===== config.mk =====
export PLATFORM = sky130hd
export DESIGN_NAME = pll_phase_ctrl_flat
export DESIGN_NICKNAME = d
export VERILOG_FILES = /design/src/rtl/pll_ctrl_pkg.sv /design/src/rtl/pll_phase_ctrl_if.sv /design/src/rtl/pll_lock_filter.sv /design/src/rtl/pll_phase_ctrl.sv /design/src/flat_wrapper.sv
export SDC_FILE = /design/constraint.sdc
export NUM_CORES = 1
export LEC_CHECK = 0
export ABC_CLOCK_PERIOD_IN_PS = 6200
export CORE_MARGIN = 1
export CORE_UTILIZATION = 60
export DETAILED_ROUTE_END_ITERATION = 10
export PLACE_DENSITY_LB_ADDON = 0.12
export SYNTH_ARGS = -nofsm -noshare
export SYNTH_HDL_FRONTEND = slang
export SYNTH_SLANG_ARGS = --single-unit

===== constraint.sdc =====
create_clock -name clk_i -period 6.2 [get_ports clk_i]
set_input_delay 0.93 -clock clk_i [delete_from_list [all_inputs] [get_ports clk_i]]
set_output_delay 0.93 -clock clk_i [all_outputs]
set_load 0.02 [all_outputs]

===== src/rtl/pll_ctrl_pkg.sv =====
// Shared types and defaults for the EHXPLLL lock/reset/phase-step controller.
// Holds the phase FSM encoding, PHASESEL codes and default timing constants.
package pll_ctrl_pkg;

  typedef enum logic [2:0] {
    ST_IDLE  = 3'd0,
    ST_SETUP = 3'd1,
    ST_PULSE = 3'd2,
    ST_HOLD  = 3'd3,
    ST_DONE  = 3'd4
  } phase_state_e;

  localparam logic [1:0] SEL_CLKOS  = 2'd0;
  localparam logic [1:0] SEL_CLKOS2 = 2'd1;
  localparam logic [1:0] SEL_CLKOS3 = 2'd2;
  localparam logic [1:0] SEL_CLKOP  = 2'd3;

  localparam int LOCK_FILT_DEF = 1024;
  localparam int RST_HOLD_DEF  = 16;
  localparam int SETUP_CYC_DEF = 2;
  localparam int PULSE_CYC_DEF = 2;
  localparam int HOLD_CYC_DEF  = 4;

  // dir=0 delays (+1), dir=1 advances (-1); the 8-bit position wraps.
  function automatic logic [7:0] step_pos(input logic [7:0] pos, input logic dir);
    return dir ? (pos - 8'd1) : (pos + 8'd1);
  endfunction

endpackage


===== src/rtl/pll_phase_ctrl_if.sv =====
// Phase-step request channel. A request transfers in a cycle where req_valid
// and req_ready are both high; done/err report completion one cycle wide.
interface pll_phase_ctrl_if;
  logic       req_valid;
  logic       req_ready;
  logic [1:0] req_sel;
  logic       req_dir;
  logic [7:0] req_steps;
  logic       done;
  logic       err;

  modport master (
    output req_valid, req_sel, req_dir, req_steps,
    input  req_ready, done, err
  );

  modport slave (
    input  req_valid, req_sel, req_dir, req_steps,
    output req_ready, done, err
  );
endinterface


===== src/rtl/pll_lock_filter.sv =====
// Synchronises the raw PLL lock, filters it into pll_ready and sequences the
// downstream reset, which is held RST_HOLD cycles past pll_ready rising.
module pll_lock_filter
  import pll_ctrl_pkg::*;
#(
  parameter int LOCK_FILT = LOCK_FILT_DEF,
  parameter int RST_HOLD  = RST_HOLD_DEF
) (
  input  logic clk_i,
  input  logic reset_i,
  input  logic locked_i,
  output logic pll_ready_o,
  output logic rst_out_o
);

  localparam int LW = $clog2(LOCK_FILT + 1);
  localparam int HW = $clog2(RST_HOLD + 1);

  logic          sync1_q, sync2_q;
  logic [LW-1:0] lock_cnt_q, lock_cnt_d;
  logic          ready_q, ready_d;
  logic [HW-1:0] hold_cnt_q, hold_cnt_d;
  logic          rst_q, rst_d;

  always_comb begin
    lock_cnt_d = '0;
    if (sync2_q) begin
      lock_cnt_d = (lock_cnt_q == LW'(LOCK_FILT)) ? lock_cnt_q : lock_cnt_q + 1'b1;
    end
    ready_d = (lock_cnt_d == LW'(LOCK_FILT));

    hold_cnt_d = '0;
    rst_d      = 1'b1;
    if (ready_q) begin
      hold_cnt_d = (hold_cnt_q == HW'(RST_HOLD)) ? hold_cnt_q : hold_cnt_q + 1'b1;
      rst_d      = (hold_cnt_d != HW'(RST_HOLD));
    end
  end

  // Sync flops clear on reset so bring-up timing counts from reset release.
  always_ff @(posedge clk_i) begin
    if (reset_i) begin
      sync1_q    <= 1'b0;
      sync2_q    <= 1'b0;
      lock_cnt_q <= '0;
      ready_q    <= 1'b0;
      hold_cnt_q <= '0;
      rst_q      <= 1'b1;
    end else begin
      sync1_q    <= locked_i;
      sync2_q    <= sync1_q;
      lock_cnt_q <= lock_cnt_d;
      ready_q    <= ready_d;
      hold_cnt_q <= hold_cnt_d;
      rst_q      <= rst_d;
    end
  end

  assign pll_ready_o = ready_q;
  assign rst_out_o   = rst_q;

endmodule


===== src/rtl/pll_phase_ctrl.sv =====
// EHXPLLL controller top: lock filter plus the PHASESEL/PHASEDIR/PHASESTEP
// sequencer that trims one output clock per request and tracks positions.
module pll_phase_ctrl
  import pll_ctrl_pkg::*;
#(
  parameter int LOCK_FILT = LOCK_FILT_DEF,
  parameter int RST_HOLD  = RST_HOLD_DEF,
  parameter int SETUP_CYC = SETUP_CYC_DEF,
  parameter int PULSE_CYC = PULSE_CYC_DEF,
  parameter int HOLD_CYC  = HOLD_CYC_DEF
) (
  input  logic               clk_i,
  input  logic               reset_i,
  input  logic               locked_i,
  pll_phase_ctrl_if.slave    req,
  output logic [31:0]        phase_pos_o,
  output logic               pll_ready_o,
  output logic               rst_out_o,
  output logic [1:0]         phasesel_o,
  output logic               phasedir_o,
  output logic               phasestep_o,
  output logic               phaseloadreg_o,
  output phase_state_e       state_o
);

  localparam int CW = 8;

  logic          pll_ready;
  logic          req_ready;
  phase_state_e  state_q;
  logic [CW-1:0] cyc_q, last_cyc;
  logic [7:0]    rem_q;
  logic [1:0]    sel_q;
  logic          dir_q;
  logic          step_q;
  logic          done_q;
  logic          err_q;
  logic [31:0]   pos_q;

  pll_lock_filter #(
    .LOCK_FILT (LOCK_FILT),
    .RST_HOLD  (RST_HOLD)
  ) u_lock (
    .clk_i       (clk_i),
    .reset_i     (reset_i),
    .locked_i    (locked_i),
    .pll_ready_o (pll_ready),
    .rst_out_o   (rst_out_o)
  );

  always_comb begin
    last_cyc = '0;
    unique case (state_q)
      ST_SETUP: last_cyc = CW'(SETUP_CYC - 1);
      ST_PULSE: last_cyc = CW'(PULSE_CYC - 1);
      ST_HOLD:  last_cyc = CW'(HOLD_CYC - 1);
      default:  last_cyc = '0;
    endcase
  end

  assign req_ready = (state_q == ST_IDLE) && pll_ready;

  // Lock loss outranks a timed exit, so a cut-short pulse never moves phase_pos.
  always_ff @(posedge clk_i) begin
    if (reset_i) begin
      state_q <= ST_IDLE;
      cyc_q   <= '0;
      rem_q   <= '0;
      sel_q   <= SEL_CLKOS;
      dir_q   <= 1'b0;
      step_q  <= 1'b1;
      done_q  <= 1'b0;
      err_q   <= 1'b0;
      pos_q   <= '0;
    end else begin
      unique case (state_q)
        ST_IDLE: begin
          if (req.req_valid && req_ready) begin
            rem_q <= req.req_steps;
            cyc_q <= '0;
            if (req.req_steps == 8'd0) begin
              state_q <= ST_DONE;
              done_q  <= 1'b1;
            end else begin
              state_q <= ST_SETUP;
              sel_q   <= req.req_sel;
              dir_q   <= req.req_dir;
            end
          end
        end
        ST_SETUP, ST_PULSE, ST_HOLD: begin
          if (!pll_ready) begin
            state_q <= ST_DONE;
            done_q  <= 1'b1;
            err_q   <= 1'b1;
            step_q  <= 1'b1;
            cyc_q   <= '0;
          end else if (cyc_q != last_cyc) begin
            cyc_q <= cyc_q + 1'b1;
          end else begin
            cyc_q <= '0;
            if (state_q == ST_SETUP) begin
              state_q <= ST_PULSE;
              step_q  <= 1'b0;
            end else if (state_q == ST_PULSE) begin
              state_q <= ST_HOLD;
              step_q  <= 1'b1;
              pos_q[{sel_q, 3'b000} +: 8] <= step_pos(pos_q[{sel_q, 3'b000} +: 8], dir_q);
              rem_q   <= rem_q - 1'b1;
            end else if (rem_q != 8'd0) begin
              state_q <= ST_PULSE;
              step_q  <= 1'b0;
            end else begin
              state_q <= ST_DONE;
              done_q  <= 1'b1;
            end
          end
        end
        ST_DONE: begin
          state_q <= ST_IDLE;
          done_q  <= 1'b0;
          err_q   <= 1'b0;
        end
        default: state_q <= ST_IDLE;
      endcase
    end
  end

  assign req.req_ready   = req_ready;
  assign req.done        = done_q;
  assign req.err         = err_q;
  assign phase_pos_o     = pos_q;
  assign pll_ready_o     = pll_ready;
  assign phasesel_o      = sel_q;
  assign phasedir_o      = dir_q;
  assign phasestep_o     = step_q;
  assign phaseloadreg_o  = 1'b1;
  assign state_o         = state_q;

endmodule


===== src/flat_wrapper.sv =====
// flat-port wrapper written by rule: the top's interface ports become plain ports
module pll_phase_ctrl_flat import pll_ctrl_pkg::*;
#(
  parameter int LOCK_FILT = LOCK_FILT_DEF,
  parameter int RST_HOLD  = RST_HOLD_DEF,
  parameter int SETUP_CYC = SETUP_CYC_DEF,
  parameter int PULSE_CYC = PULSE_CYC_DEF,
  parameter int HOLD_CYC  = HOLD_CYC_DEF
)
  (clk_i, reset_i, locked_i, phase_pos_o, pll_ready_o, rst_out_o, phasesel_o, phasedir_o, phasestep_o, phaseloadreg_o, state_o, req_req_valid, req_req_sel, req_req_dir, req_req_steps, req_req_ready, req_done, req_err);
  pll_phase_ctrl_if req_i ();
  input  logic clk_i;
  input  logic reset_i;
  input  logic locked_i;
  output logic [31:0] phase_pos_o;
  output logic pll_ready_o;
  output logic rst_out_o;
  output logic [1:0] phasesel_o;
  output logic phasedir_o;
  output logic phasestep_o;
  output logic phaseloadreg_o;
  output phase_state_e state_o;
  input wire logic [$bits(req_i.req_valid)-1:0] req_req_valid;
  input wire logic [$bits(req_i.req_sel)-1:0] req_req_sel;
  input wire logic [$bits(req_i.req_dir)-1:0] req_req_dir;
  input wire logic [$bits(req_i.req_steps)-1:0] req_req_steps;
  output wire logic [$bits(req_i.req_ready)-1:0] req_req_ready;
  output wire logic [$bits(req_i.done)-1:0] req_done;
  output wire logic [$bits(req_i.err)-1:0] req_err;
  assign req_i.req_valid = req_req_valid;
  assign req_i.req_sel = req_req_sel;
  assign req_i.req_dir = req_req_dir;
  assign req_i.req_steps = req_req_steps;
  assign req_req_ready = req_i.req_ready;
  assign req_done = req_i.done;
  assign req_err = req_i.err;
  pll_phase_ctrl #(.LOCK_FILT(LOCK_FILT), .RST_HOLD(RST_HOLD), .SETUP_CYC(SETUP_CYC), .PULSE_CYC(PULSE_CYC), .HOLD_CYC(HOLD_CYC)) u_core (.clk_i(clk_i), .reset_i(reset_i), .locked_i(locked_i), .req(req_i), .phase_pos_o(phase_pos_o), .pll_ready_o(pll_ready_o), .rst_out_o(rst_out_o), .phasesel_o(phasesel_o), .phasedir_o(phasedir_o), .phasestep_o(phasestep_o), .phaseloadreg_o(phaseloadreg_o), .state_o(state_o));
endmodule

# --- After elaboration in Yosys (flattened, before gate mapping) ---
# Index checks and enable logic that the tools add are counted.
totals:
  register_bits: 77
  in_bits: 15
  out_inout_bits: 45
  wordCells: 109
op_classes:
  n_addsub: 7
  eq_ne: 22
  n_shift: 3
  mux: 39
  bitwise: 4
  reduce_logical: 19
ops:
  columns: ["operator", "count"]
  rows:
  - ["8-bit 2-to-1 mux", 9]
  - ["32-bit bitwise mux", 1]
  - ["8-bit case mux with 2 select lines", 2]
  - ["8-bit by 7-bit variable shift with 32-bit output (first input constant)", 1]
  - ["32-bit by 6-bit variable part select with 8-bit output", 1]
  - ["8-bit by 7-bit variable part select with 32-bit output", 1]
  - ["11-bit equality test (second input constant)", 2]
  - ["11-bit 2-to-1 mux", 2]
  - ["3-bit 2-to-1 mux", 7]
  - ["8-bit by 1-bit adder with 8-bit output (second input constant)", 2]
  - ["8-bit by 1-bit subtractor with 8-bit output (second input constant)", 2]
  - ["2-bit inequality test (second input constant)", 7]
  - ["1-bit 2-to-1 mux", 13]
  - ["3-bit inequality test (second input constant)", 4]
  - ["11-bit by 1-bit adder with 11-bit output (second input constant)", 1]
  - ["8-bit zero test", 1]
  - ["8-bit by 2-bit inequality test with 1-bit output", 1]
  - ["8-bit nonzero test", 1]
  - ["5-bit negator with 7-bit output", 1]
  - ["7-bit AND reduction", 1]
  - ["3-bit by 2-bit equality test with 1-bit output (second input constant)", 2]
  - ["3-bit case mux with 2 select lines", 1]
  - ["2-bit AND reduction", 3]
  - ["3-bit AND reduction", 2]
  - ["other kinds (20)", 26]

# --- Longest topological paths before layout ---
depth:
  ltp_word: 7
  depth_mapped: 11
  mapped_depth_nobuf: 10

# --- Cells and area by module ---
# From an unflattened synthesis, not the netlist that was laid out.
hier_totals:
  cells_unflattened: 495
  hier_area_um2: 4237.8
by_module_without_submodules:
  columns: ["mod", "n_inst", "cells_per_inst", "area_per_inst_um2", "seq_area_each_um2"]
  rows:
  - ["pll_phase_ctrl", 1, 391, 3314.4, 1141.1]
  - ["pll_lock_filter", 1, 104, 923.4, 400.4]

# --- Worst setup path before layout ---
# OpenSTA, ideal clock, no wires.
synth_path:
  path_kind: "reg2reg"
  startpoint: "register u_core.sel_q[0] (netlist: u_core.phasesel_o[0])"
  endpoint: "register u_core.pos_q[29] (netlist: u_core.phase_pos_o[29])"
  setup_time_ps: 58
  arrival_time_ps: 3077
  t_required_ps: 6142
  setup_slack_ps: 3065
  stages_incl_launch_ff: 10
  n_path_buf: 2
  period_less_slack_ps: 3135
  path_cell_list: "dfxtp_1 clkbuf_1 clkbuf_1 mux4_2 ha_1 o21a_1 o21a_1 a41o_1 a211o_1 a2bb2o_2"
synth_via:
  elab_chain_len: 5
  word_cells_on_any_way: 8
  cone_classes: "add/sub (3); shift (3); mux (2)"
synth_rtl:
  columns: ["element", "line_no", "rtl"]
  rows:
  - ["start, declared", "pll_phase_ctrl.sv:33", "logic [1:0] sel_q;"]
  - ["start signal, assigned", "pll_phase_ctrl.sv:86", "sel_q <= req.req_sel;"]
  - ["32-bit by 6-bit variable part select with 8-bit output", "pll_phase_ctrl.sv:108", "pos_q[{sel_q, 3'b000} +: 8] <= step_pos(pos_q[{sel_q, 3'b000} +: 8], dir_q);"]
  - ["8-bit by 1-bit adder with 8-bit output / 8-bit by 1-bit subtractor with 8-bit output (equally long branches)", "pll_ctrl_pkg.sv:26", "return dir ? (pos - 8'd1) : (pos + 8'd1);"]
  - ["8-bit 2-to-1 mux", "pll_ctrl_pkg.sv:26", null]
  - ["8-bit by 7-bit variable part select with 32-bit output", "pll_phase_ctrl.sv:108", null]
  - ["32-bit bitwise mux (*)", "pll_phase_ctrl.sv:108", null]
  - ["end signal, assigned by index", "pll_phase_ctrl.sv:108", null]
  - ["end, declared", "pll_phase_ctrl.sv:38", "logic [31:0] pos_q;"]
# Mark *: on every way between the ends. The rest lies on a longest branch, timed or not.
# A chain may end at the register's enable or synchronous reset.

# --- Worst setup path in the final report ---
layout_path:
  startpoint: "register u_core.sel_q[0] (netlist: u_core.phasesel_o[0])"
  endpoint: "register u_core.pos_q[22] (netlist: u_core.phase_pos_o[22])"
# Same word-level chain as after synthesis.

==> run summary <==
Fraction of the cycle the final worst path needs -> 51.4%
Number of global-route vias before repair -> 3660
Post-cts repair resize count -> 0
Root buf cell -> sky130_fd_sc_hd__clkbuf_8
Switching power share of the total -> 21.0%
Final Skew -> 0.00831 ns
Max H-tree Level -> 3
Synth Flop Type -> sky130_fd_sc_hd__dfxtp_1
Count of input and output buffers -> 58
Overall Power -> 954 uW
Number of max-capacitance violations reported -> 0
Power Internal -> 754 uW
Category of the most critical setup path -> reg -> reg
Pin count of the biggest net entering global routing -> 52
Clock network fraction of design power -> 45.4%
Startpoint type of the worst setup path -> flop
Setup_tns -> 0 ns
Tightest slew margin relative to the limit -> 15.6%
Die outline area -> 7670 um2
Count of endpoints failing hold in the final timing report -> 0
Area Growth Syn to Fin -> 18.3%
Finish-stage setup viols -> 0
Post-synthesis instance total -> 505
CP endpoint kind -> flop
Sinks on the clock net -> 77
Post-synthesis area per instance -> 8.70 um2
Outcome -> completed
Average via count per standard cell -> 6.31
Post-detail-place hpwl -> 7910 um
Share of post-route cells with drive strength above 1 -> 7.59%
Share of total power in sequential cells -> 51.9%
Area of the mapped netlist -> 4390 um2
WP data arrival -> 3.48 ns
Final antenna diode count -> 0
Total core area -> 6940 um2
Antenna Nets Post-Route -> 0
Type of the tightest min-delay check -> reg -> reg
Number of CTS-inserted buffers -> 9
RD Place Congestion -> 0.982
Sequential share of the synthesized area -> 35.1%
Clock insertion delay at the later pin of the skew report -> 0.36 ns
PwrDens -> 184 nW/um2
Clock tree buffer depth -> 2
Max Fclk -> 314 MHz
Total congestion overflow after global routing -> 0
CTS tree -> yes
Worst voltage drop across the vdd grid -> 0.155 mV
DRC violations left -> 0
Router iterations before antenna repair -> 5
Die W -> 87.6 um
First-pass GRT wire length -> 17800 um
Initial antenna violation count -> 0
Worst-path clk slew -> 0.08 ns
Proportion of register bits with asynchronous set or reset after synthesis -> 0%
Slew at the pin closest to its max-slew limit -> 1.26 ns
Post-synthesis register bit count -> 77
Net total in the final layout -> 582
Number of distinct library cell variants in the gate-level netlist after synthesis -> 75
DRT Wirelength -> 11200 um
Number of enable flip-flop cells after synthesis -> 0
Largest driver fanout on the critical path -> 18
Overall global routing resource usage -> 30.2%
Floorplan die height -> 87.6 um
Static power due to leakage -> 1.84 nW
CP Data Required Time -> 6.49 ns
Row count -> 30
Combinational group share of total power -> 2.7%
Number of hold buffers added after CTS -> 0
Net Sw Power -> 200 uW
RSZ-0062 raised after global routing -> no
Yosys synthesis warning count -> 0
Iteration-0 DRC Markers -> 336
Number of nets produced by synthesis -> 539
Count of buffers added by post-CTS timing repair for setup -> 0
Number of placed I/O pins -> 60
Average wire length per cell after detail routing -> 17.2 um
Final count of pins violating max slew -> 0
Final Critical Period -> 3.19 ns
Total number of vias -> 4093
Starting Density -> 63.2%
-- per-layer routing --
layer / vias to the layer above / part of all wire, % / track usage (%)
li1: 1952 / - / -
met2: 162 / 47 / 48.5
met1: 1956 / 45 / 39.8
met3: 23 / 6.4 / 6.97
met4: 0 / 1.8 / 11.2
met5: - / 0 / 0
-- critical path, stage by stage (launching register included) --
cell                       delay [ns]
sky130_fd_sc_hd__dfxtp_1         0.83
sky130_fd_sc_hd__mux4_2          0.59
sky130_fd_sc_hd__ha_1            0.39
sky130_fd_sc_hd__a21oi_1         0.13
sky130_fd_sc_hd__o21a_1          0.19
sky130_fd_sc_hd__o311ai_0        0.65
sky130_fd_sc_hd__a22oi_1         0.19
sky130_fd_sc_hd__nor2_1          0.13
-- worst paths after layout --
| check | start | end | slack (ns) | cells past startpoint |
|---|---|---|---|---|
| setup reg to reg | u_core.phasesel_o[0] | u_core.phase_pos_o[22] | 3.01 | 7 |
| hold / removal | u_core.u_lock.sync1_q | u_core.u_lock.sync2_q | 0.45 | 1 |
| hold reg to reg | u_core.u_lock.sync1_q | u_core.u_lock.sync2_q | 0.45 | 1 |
| setup / recovery | u_core.phasesel_o[0] | u_core.phase_pos_o[22] | 3.01 | 7 |
-- metrics by stage --
step           hold WS, ns  instance area [um2]  util [%]  instances  setup slack [ns]
5_1_grt              0.472                 5200      74.8        649              2.79
2_1_floorplan        0.414                 4390         -        505              3.07
3_5_place_dp         0.430                 4970      71.6        633              3.06
3_3_place_gp         0.420                 4970      71.6        633              3.16
4_1_cts              0.443                 5200      74.8        649              3.03
6_report             0.446                 5200      74.8        649              3.01
-- state kept, by name (all words and copies together) (netlist names), 2 cells and up --
| register | count |
|---|---|
| u_core.rem_q | 8 |
| u_core.u_lock.lock_cnt_q | 11 |
| u_core.phasesel_o | 2 |
| u_core.u_lock.hold_cnt_q | 5 |
| u_core.phase_pos_o | 32 |
| u_core.cyc_q | 8 |
| u_core.state_o | 3 |
-- cell usage after synthesis (6+ instances only) --
master	n	area share [%]
sky130_fd_sc_hd__mux4_2	7	3.6
sky130_fd_sc_hd__nand2_1	52	4.4
sky130_fd_sc_hd__o2bb2ai_1	6	1.2
sky130_fd_sc_hd__dfxtp_1	77	35
sky130_fd_sc_hd__a22o_1	8	1.6
sky130_fd_sc_hd__clkbuf_1	17	1.5
sky130_fd_sc_hd__nor3_1	9	1.0
sky130_fd_sc_hd__ha_1	18	5.1
sky130_fd_sc_hd__nor2b_1	7	1.0
sky130_fd_sc_hd__mux2i_1	7	1.6
sky130_fd_sc_hd__xnor2_1	8	1.6
sky130_fd_sc_hd__inv_1	20	1.7
sky130_fd_sc_hd__a21oi_1	35	4.0
sky130_fd_sc_hd__a22oi_1	12	2.1
sky130_fd_sc_hd__a31oi_1	6	0.85
sky130_fd_sc_hd__o21ai_0	13	1.5
sky130_fd_sc_hd__xor2_1	12	2.4
sky130_fd_sc_hd__nand4_1	8	1.1
sky130_fd_sc_hd__and2_1	7	1.0
sky130_fd_sc_hd__nor2_1	48	4.1
sky130_fd_sc_hd__nand3_1	20	2.3
-- cell families after synthesis --
kind of cell / count (synthesis) / share of synthesized area, %
AO/OA/AOI/OAI: 136 / 23.5
buffers and inverters: 47 / 4.53
AND/OR/NAND/NOR: 189 / 21.5
XOR/XNOR: 20 / 3.99
multiplexers: 16 / 5.70
adder cells (fa/ha/maj): 19 / 5.58
flip-flops: 77 / 35.1
other: 1 / 0.0854
-- layout make-up --
cell class,count,area (um2)
tap,96,120
timing repair buffer,59,583
clock inverter,4,70.1
inverter,20,75.1
fill,510,1750
clock buffer,12,155
sequential,77,1540
multi-input combinational,381,2650
-- cells in the final DEF (no fill, tap or decap), types with 12 or more instances in the layout --
cell type	netlist	layout
sky130_fd_sc_hd__ha_1	18	18
sky130_fd_sc_hd__xor2_1	12	12
sky130_fd_sc_hd__nand2_1	52	52
sky130_fd_sc_hd__inv_1	20	20
sky130_fd_sc_hd__a22oi_1	12	12
sky130_fd_sc_hd__nand3_1	20	20
sky130_fd_sc_hd__clkdlybuf4s50_1	0	57
sky130_fd_sc_hd__dfxtp_1	77	77
sky130_fd_sc_hd__nor2_1	48	48
sky130_fd_sc_hd__o21ai_0	13	13
sky130_fd_sc_hd__a21oi_1	35	35
-- power groups by stage --
stage                     logic (mW)  registers (mW)  clock network, mW
after floorplan               0.0118           0.507                  0
after global placement        0.0246           0.507                  0
after detailed placement      0.0249           0.507                  0
after CTS                     0.0251           0.495              0.435
after global routing          0.0274           0.495              0.456
final                         0.0256           0.495              0.433
Power figures use the tool's default switching activity.
